[config.mk]
export PLATFORM = sky130hd
export DESIGN_NAME = cpu_instruction_dumper_flat
export DESIGN_NICKNAME = d
export VERILOG_FILES = /design/src/rtl/cpu_loader_pkg.sv /design/src/rtl/cpu_instruction_dumper_if.sv /design/src/rtl/cpu_instruction_dumper_tx.sv /design/src/rtl/cpu_instruction_dumper.sv /design/src/flat_wrapper.sv
export SDC_FILE = /design/constraint.sdc
export NUM_CORES = 1
export LEC_CHECK = 0
export CORE_MARGIN = 4
export CORE_UTILIZATION = 35
export CTS_CLUSTER_SIZE = 30
export DETAILED_ROUTE_END_ITERATION = 16
export SLEW_MARGIN = 0
export SYNTH_ARGS = -nofsm -noshare
export SYNTH_HDL_FRONTEND = slang
export SYNTH_SLANG_ARGS = --single-unit
[constraint.sdc]
create_clock -name clk -period 2.2 [get_ports clk]
set_input_delay 0.44 -clock clk [delete_from_list [all_inputs] [get_ports clk]]
set_output_delay 0.44 -clock clk [all_outputs]
set_load 0.01 [all_outputs]
[src/rtl/cpu_loader_pkg.sv]
// Shared loader/dumper definitions: stream marker words and FSM encodings.
// Checksum phase is only reached when CPU_DUMP_CHECKSUM_EN is defined.
package cpu_loader_pkg;

    localparam logic [23:0] START_WORD   = 24'hFF0000;
    localparam logic [23:0] END_KEEP_PC  = 24'hFFF000;
    localparam logic [23:0] END_RESET_PC = 24'hFFFF00;

    typedef enum logic [2:0] {
        ST_IDLE,
        ST_START,
        ST_READ,
        ST_SEND,
        ST_END,
        ST_DONE
    } dump_state_e;

    typedef enum logic [1:0] {
        PH_START_W,
        PH_DATA_W,
        PH_CSUM_W,
        PH_END_W
    } dump_phase_e;

    typedef enum logic [1:0] {
        HS_IDLE,
        HS_REQ,
        HS_WAIT
    } hs_state_e;

    // Byte idx of a 24-bit word, LSB byte first; idx 3 never occurs.
    function automatic logic [7:0] word_byte(input logic [23:0] w, input logic [1:0] idx);
        logic [7:0] b;
        case (idx)
            2'd0:    b = w[7:0];
            2'd1:    b = w[15:8];
            default: b = w[23:16];
        endcase
        return b;
    endfunction

endpackage

[src/rtl/cpu_instruction_dumper_if.sv]
// UART tx handshake and iRAM read port of the instruction dumper.
interface cpu_instruction_dumper_if #(parameter int ADDR_W = 8);

    // Four-phase tx: source raises tx_req with tx_byte stable, sink raises tx_ack,
    // source drops tx_req, sink drops tx_ack; tx_req never rises while tx_ack is high.
    logic              tx_req;
    logic [7:0]        tx_byte;
    logic              tx_ack;
    logic              iRAM_read_enable;
    logic [ADDR_W-1:0] extern_iRAM_addr;
    logic              iRAM_data_valid;
    logic [23:0]       iRAM_data_out;

    modport master (
        output tx_req, tx_byte, iRAM_read_enable, extern_iRAM_addr,
        input  tx_ack, iRAM_data_valid, iRAM_data_out
    );

    modport slave (
        input  tx_req, tx_byte, iRAM_read_enable, extern_iRAM_addr,
        output tx_ack, iRAM_data_valid, iRAM_data_out
    );

endinterface

[src/rtl/cpu_instruction_dumper_tx.sv]
// Four-phase req/ack byte driver; latches the byte on start and pulses done
// once the sink has released tx_ack.
module tx_byte_handshake
    import cpu_loader_pkg::*;
(
    input  logic       clk,
    input  logic       rst,
    input  logic       start_i,
    input  logic [7:0] byte_i,
    input  logic       tx_ack_i,
    output logic       tx_req_o,
    output logic [7:0] tx_byte_o,
    output logic       done_o,
    output hs_state_e  state_o
);

    hs_state_e  state_q, state_d;
    logic [7:0] byte_q, byte_d;

    always_ff @(posedge clk) begin
        if (rst) begin
            state_q <= HS_IDLE;
            byte_q  <= 8'h00;
        end else begin
            state_q <= state_d;
            byte_q  <= byte_d;
        end
    end

    always_comb begin
        state_d = state_q;
        byte_d  = byte_q;
        done_o  = 1'b0;
        case (state_q)
            HS_IDLE: begin
                if (start_i) begin
                    byte_d  = byte_i;
                    state_d = HS_REQ;
                end
            end
            HS_REQ: begin
                if (tx_ack_i) state_d = HS_WAIT;
            end
            HS_WAIT: begin
                if (!tx_ack_i) begin
                    done_o  = 1'b1;
                    state_d = HS_IDLE;
                end
            end
            default: state_d = HS_IDLE;
        endcase
    end

    assign tx_req_o  = (state_q == HS_REQ);
    assign tx_byte_o = byte_q;
    assign state_o   = state_q;

endmodule

[src/rtl/cpu_instruction_dumper.sv]
// Dumps iRAM words 0..DEPTH-1 to the UART framed by start/end marker words.
// Define CPU_DUMP_CHECKSUM_EN to append an 8-bit data checksum word before the end word.
module cpu_instruction_dumper
    import cpu_loader_pkg::*;
#(
    parameter int DEPTH  = 256,
    parameter int ADDR_W = 8
) (
    input  logic                     clk,
    input  logic                     rst,
    input  logic                     dump_req,
    input  logic                     HALT_flag,
    cpu_instruction_dumper_if.master bus,
    output logic                     cpu_paused,
    output logic                     dump_busy,
    output logic                     dump_done,
    output dump_state_e              dbg_state_o,
    output hs_state_e                dbg_hs_state_o
);

    localparam logic [ADDR_W-1:0] LAST_ADDR = ADDR_W'(DEPTH - 1);

    dump_state_e       state_q, state_d;
    dump_phase_e       phase_q, phase_d;
    logic [1:0]        byte_idx_q, byte_idx_d;
    logic [23:0]       word_buf_q, word_buf_d;
    logic [ADDR_W-1:0] addr_q, addr_d;
    logic              rd_en_q, rd_en_d;
    logic              paused_q, paused_d;
    logic              inflight_q, inflight_d;
    logic              hs_start, hs_done;
`ifdef CPU_DUMP_CHECKSUM_EN
    logic [7:0]        sum_q, sum_d;
`endif

    always_ff @(posedge clk) begin
        if (rst) begin
            state_q    <= ST_IDLE;
            phase_q    <= PH_START_W;
            byte_idx_q <= 2'd0;
            word_buf_q <= 24'h000000;
            addr_q     <= '0;
            rd_en_q    <= 1'b0;
            paused_q   <= 1'b0;
            inflight_q <= 1'b0;
`ifdef CPU_DUMP_CHECKSUM_EN
            sum_q      <= 8'h00;
`endif
        end else begin
            state_q    <= state_d;
            phase_q    <= phase_d;
            byte_idx_q <= byte_idx_d;
            word_buf_q <= word_buf_d;
            addr_q     <= addr_d;
            rd_en_q    <= rd_en_d;
            paused_q   <= paused_d;
            inflight_q <= inflight_d;
`ifdef CPU_DUMP_CHECKSUM_EN
            sum_q      <= sum_d;
`endif
        end
    end

    always_comb begin
        state_d    = state_q;
        phase_d    = phase_q;
        byte_idx_d = byte_idx_q;
        word_buf_d = word_buf_q;
        addr_d     = addr_q;
        rd_en_d    = rd_en_q;
        paused_d   = paused_q;
        inflight_d = inflight_q;
        hs_start   = 1'b0;
`ifdef CPU_DUMP_CHECKSUM_EN
        sum_d      = sum_q;
`endif
        case (state_q)
            ST_IDLE: begin
                if (dump_req && HALT_flag) begin
                    paused_d   = 1'b1;
                    word_buf_d = START_WORD;
                    phase_d    = PH_START_W;
                    byte_idx_d = 2'd0;
                    addr_d     = '0;
`ifdef CPU_DUMP_CHECKSUM_EN
                    sum_d      = 8'h00;
`endif
                    state_d    = ST_SEND;
                end
            end
            ST_SEND: begin
                if (!inflight_q) begin
                    hs_start   = 1'b1;
                    inflight_d = 1'b1;
`ifdef CPU_DUMP_CHECKSUM_EN
                    if (phase_q == PH_DATA_W) sum_d = sum_q + word_byte(word_buf_q, byte_idx_q);
`endif
                end else if (hs_done) begin
                    inflight_d = 1'b0;
                    if (byte_idx_q == 2'd2) begin
                        byte_idx_d = 2'd0;
                        case (phase_q)
                            PH_START_W: state_d = ST_READ;
                            PH_DATA_W: begin
                                if (addr_q == LAST_ADDR) begin
`ifdef CPU_DUMP_CHECKSUM_EN
                                    word_buf_d = {16'h0000, sum_q};
                                    phase_d    = PH_CSUM_W;
`else
                                    word_buf_d = END_KEEP_PC;
                                    phase_d    = PH_END_W;
`endif
                                end else begin
                                    addr_d  = addr_q + ADDR_W'(1);
                                    state_d = ST_READ;
                                end
                            end
                            PH_CSUM_W: begin
                                word_buf_d = END_KEEP_PC;
                                phase_d    = PH_END_W;
                            end
                            default: state_d = ST_DONE;
                        endcase
                    end else begin
                        byte_idx_d = byte_idx_q + 2'd1;
                    end
                end
            end
            ST_READ: begin
                // Strobe stays up until the RAM answers; latency is unbounded.
                rd_en_d = 1'b1;
                if (rd_en_q && bus.iRAM_data_valid) begin
                    word_buf_d = bus.iRAM_data_out;
                    rd_en_d    = 1'b0;
                    phase_d    = PH_DATA_W;
                    state_d    = ST_SEND;
                end
            end
            ST_DONE: begin
                paused_d = 1'b0;
                addr_d   = '0;
                state_d  = ST_IDLE;
            end
            default: state_d = ST_IDLE;
        endcase
    end

    tx_byte_handshake u_tx (
        .clk       (clk),
        .rst       (rst),
        .start_i   (hs_start),
        .byte_i    (word_byte(word_buf_q, byte_idx_q)),
        .tx_ack_i  (bus.tx_ack),
        .tx_req_o  (bus.tx_req),
        .tx_byte_o (bus.tx_byte),
        .done_o    (hs_done),
        .state_o   (dbg_hs_state_o)
    );

    assign bus.iRAM_read_enable = rd_en_q;
    assign bus.extern_iRAM_addr = addr_q;
    assign cpu_paused           = paused_q;
    assign dump_busy            = (state_q != ST_IDLE);
    assign dump_done            = (state_q == ST_DONE);
    assign dbg_state_o          = state_q;

endmodule

[src/flat_wrapper.sv]
// flat-port wrapper written by rule: the top's interface ports become plain ports
module cpu_instruction_dumper_flat import cpu_loader_pkg::*;
#(
    parameter int DEPTH  = 256,
    parameter int ADDR_W = 8
)
  (clk, rst, dump_req, HALT_flag, cpu_paused, dump_busy, dump_done, dbg_state_o, dbg_hs_state_o, bus_tx_req, bus_tx_byte, bus_iRAM_read_enable, bus_extern_iRAM_addr, bus_tx_ack, bus_iRAM_data_valid, bus_iRAM_data_out);
  cpu_instruction_dumper_if #(.ADDR_W(ADDR_W)) bus_i ();
  input  logic clk;
  input  logic rst;
  input  logic dump_req;
  input  logic HALT_flag;
  output logic cpu_paused;
  output logic dump_busy;
  output logic dump_done;
  output dump_state_e dbg_state_o;
  output hs_state_e dbg_hs_state_o;
  output wire logic [$bits(bus_i.tx_req)-1:0] bus_tx_req;
  output wire logic [$bits(bus_i.tx_byte)-1:0] bus_tx_byte;
  output wire logic [$bits(bus_i.iRAM_read_enable)-1:0] bus_iRAM_read_enable;
  output wire logic [$bits(bus_i.extern_iRAM_addr)-1:0] bus_extern_iRAM_addr;
  input wire logic [$bits(bus_i.tx_ack)-1:0] bus_tx_ack;
  input wire logic [$bits(bus_i.iRAM_data_valid)-1:0] bus_iRAM_data_valid;
  input wire logic [$bits(bus_i.iRAM_data_out)-1:0] bus_iRAM_data_out;
  assign bus_tx_req = bus_i.tx_req;
  assign bus_tx_byte = bus_i.tx_byte;
  assign bus_iRAM_read_enable = bus_i.iRAM_read_enable;
  assign bus_extern_iRAM_addr = bus_i.extern_iRAM_addr;
  assign bus_i.tx_ack = bus_tx_ack;
  assign bus_i.iRAM_data_valid = bus_iRAM_data_valid;
  assign bus_i.iRAM_data_out = bus_iRAM_data_out;
  cpu_instruction_dumper #(.DEPTH(DEPTH), .ADDR_W(ADDR_W)) u_core (.clk(clk), .rst(rst), .dump_req(dump_req), .HALT_flag(HALT_flag), .bus(bus_i), .cpu_paused(cpu_paused), .dump_busy(dump_busy), .dump_done(dump_done), .dbg_state_o(dbg_state_o), .dbg_hs_state_o(dbg_hs_state_o));
endmodule
==> results.md <==
* Cell Chain, Critical Path: inv_1 > nor2_1 > clkdlybuf4s50_1
* I/O pin count at 56
* WS Path Type: flop to output port
* CP startpoint kind: flop
* Reg clk slew, reported paths at 0.09 ns
* CP endpoint kind: output port
* Placer Congestion at 0.798
* Worst reg2reg path endpoint: u_core.bus.extern_iRAM_addr[7]$_SDFFE_PP0P_
* Sw frac at 0.310
* Die Ht at 92.5 µm
* TritonCTS clock tree: done
* Vias in the first global route at about 2100
* H-tree depth at 2
* Total track usage at 0.148
* Final setup viols at 0
* Lkg Pwr at 1.26 nW
* Most used DFF post-synth: dfxtp_1
* Via/cell ratio at 4.97
* WP data arrival at 1.68 ns
* Top-area cell type share of the netlist area at 0.417
* First-pass GRT wire length at 10.3 mm
* Slowest cell on the critical path: clkdlybuf4s50_1
* Data required, critical path at 1.76 ns
* Num rows at 30
* Clk pwr share at 0.246
* Pwr dens at 677 mW/mm²
* Drt first pass iters at 6
* Initial drt markers at 88
* Post-Syn Area per Cell at between 8 and 9 µm²
* Sequential share of power at 0.490
* Synthesized flop and latch total at 52
* Reg2Reg Setup Slack at 0.32 ns
* Reg2reg start: u_core.phase_q[1]$_SDFFE_PP0P_
* Max Slew Vio Count at 0
* Design area at 0.00329 mm²
* Skew final at 0.0124 ns
* Status: complete, no violations
* Fillers at 680
* Commonest cells after routing, fill and taps aside: clkdlybuf4s50_1, nand2_1, dfxtp_1
* Pint at 0.00154 W
* CP Capture Point: dump_done
* Area delta synth->final at 31.5%
* Yosys top cell by area: dfxtp_1
* Initial Utilization at 0.364
* Root buffer cell: clkbuf_8
* Hold slack at 0.463 ns
* Later-pin clock latency in the skew report at between 0.3 and 0.4 ns
* Ys async rst share at 0
* I/O Buffers at 55
* Power Total at 0.00222 W
* EDFF count, synth at 0
* Overall routed net length at 6.11 mm
* Buffer depth of the longest clock path at 2
* YS warnings at 0
* Switch Pwr at between 0.0006 and 0.0007 W
* Crit path from: u_core.dbg_state_o[2]$_SDFFE_PP0P_
* Combinational share of power at 0.264
* HP Class: flop to flop
* DRC at 0
* Detailed-route via count at 2251
* Total grt overflow at 0
* Final Cycle Share at 0.965
* Num CTS Buffers at 5
* CP Max Fanout at 7
* Synth Instances at 297
* Wire length per cell at 13.5 µm
* Fmax achieved at 471 MHz
* Minimum clock period at 2.12 ns
* Crit-path max cell delay at 0.56 ns
* Initial antenna violation count at 0
* Die W at 92.5 µm
* Most common cell after layout, fill and taps aside: clkdlybuf4s50_1
* Synth area leaders: dfxtp_1, mux2i_1, nand2_1, a21oi_1, nor2_1
* Layout cell share with drive strength beyond 1 at 0.0784
* Core Region at 0.00687 mm²
* Placed Area at 0.00319 mm²
* Largest net degree at the start of global routing at 27
* Number of max-cap violations at 0
* N_diodes at 0
* Dpl hpwl at 4.49 mm
* Hold_buf cts at 0
* R2R cell count at 7
* Die area at 0.00855 mm²
* CTS Sinks at 52
* Slew at the pin closest to its max-slew limit at around 0.56 ns
* Unrepaired setup endpoints after global routing: false
* Register area share after synthesis at 0.417
* Post-Place Setup Slack at 0.0797 ns
* Final #Nets at between 300 and 400
* Final setup margin at between 0.07 and 0.08 ns
* Max-slew headroom at 0.625
* Syn nets at 331
* Mapped Area at 0.00250 mm²
* Worst VDD drop at between 0.4 and 0.5 mV
* Distinct cell type count after synthesis at 45
* Total negative setup slack at 0 ns
* Antenna Nets Post-Route at 0
* Hold violation count in the final report at 0
==> worst max-delay path, delay by kind of cell, from the launching register on <==
family / cells / cell delay [ns]
buf+inv: 2 / 0.68
flops: 1 / 0.54
simple gates: 1 / 0.16
==> logic make-up after synthesis <==
kind of cell,count (synthesis),synth area share
AOI/OAI and AO/OA,59,0.139
adders and majority gates,4,0.0200
xor gates and xnor gates,1,0.00351
and+or+nand+nor,125,0.245
buffers and inverters,22,0.0396
muxes,34,0.136
DFF,52,0.417
==> timing repair <==
action,in CTS,in global routing
buffers inserted,0,0
gates resized for setup,0,3
setup endpoints to repair,0,2
==> power groups by stage <==
stage               Combinational, W  Sequential, W  Clock [W]
floorplan                   0.000399        0.00110          0
global placement            0.000582        0.00111          0
detailed placement          0.000584        0.00111          0
CTS                         0.000587        0.00109   0.000570
global route                0.000650        0.00110   0.000617
finish                      0.000587        0.00109   0.000547
==> through the flow <==
| step | cells | utilization |
|---|---|---|
| 6_report | 453 | 0.479 |
| 5_1_grt | 453 | 0.479 |
| 4_1_cts | 453 | 0.477 |
| 3_5_place_dp | 445 | 0.464 |
| 3_3_place_gp | 445 | 0.464 |
| 2_1_floorplan | 297 | - |
==> registers in the layout (all words and copies together) (netlist names) <==
register and cells:
u_core.bus.extern_iRAM_addr 8, u_core.bus.iRAM_read_enable 1, u_core.byte_idx_q 2, u_core.cpu_paused 1, u_core.dbg_state_o 3, u_core.inflight_q 1, u_core.phase_q 2, u_core.u_tx.state_o 2
u_core.u_tx.tx_byte_o 8, u_core.word_buf_q 24
==> worst min-delay path by stage <==
stage	slack (ns)	to	cells after the start	startpoint
global route	0.49	u_core.word_buf_q[6]$_SDFFE_PP0P_	2	u_core.word_buf_q[6]$_SDFFE_PP0P_
CTS	0.47	u_core.word_buf_q[11]$_SDFFE_PP0P_	2	u_core.word_buf_q[11]$_SDFFE_PP0P_
finish	0.46	u_core.word_buf_q[11]$_SDFFE_PP0P_	2	u_core.word_buf_q[11]$_SDFFE_PP0P_
detailed placement	0.45	u_core.word_buf_q[11]$_SDFFE_PP0P_	2	u_core.word_buf_q[11]$_SDFFE_PP0P_
floorplan	0.44	u_core.word_buf_q[0]$_SDFFE_PP0P_	2	u_core.word_buf_q[0]$_SDFFE_PP0P_
global placement	0.44	u_core.word_buf_q[14]$_SDFFE_PP0P_	2	u_core.word_buf_q[14]$_SDFFE_PP0P_
==> synth_stat cells, drive strengths merged (3+ instances only) <==
cell,instances
ha,4
a31oi,3
inv,6
buf,4
nor2,28
nand2,51
nand4,5
nor3,12
or4,3
dfxtp,52
nand3,7
clkbuf,12
mux2i,34
o21ai,21
a21oi,24
==> layout make-up <==
class | instances | area, µm² | share of cell area
Clock buffer | 6 | 72.6 | 0.0221
Clock inverter | 2 | 16.3 | 0.00495
Inverter | 6 | 22.5 | 0.00685
Multi-Input combinational cell | 223 | 1360 | 0.415
Sequential cell | 52 | 1040 | 0.317
Tap cell | 96 | 120 | 0.0365
Timing Repair Buffer | 68 | 648 | 0.197
==> per-layer routing <==
layer  up-vias  track usage  wire length, µm
li1       1163            -                -
met1      1032        0.214             3170
met2        50        0.222             2620
met3         6       0.0284              238
met4         0       0.0446               77
met5         -            0                0
Power figures use the tool's default switching activity.
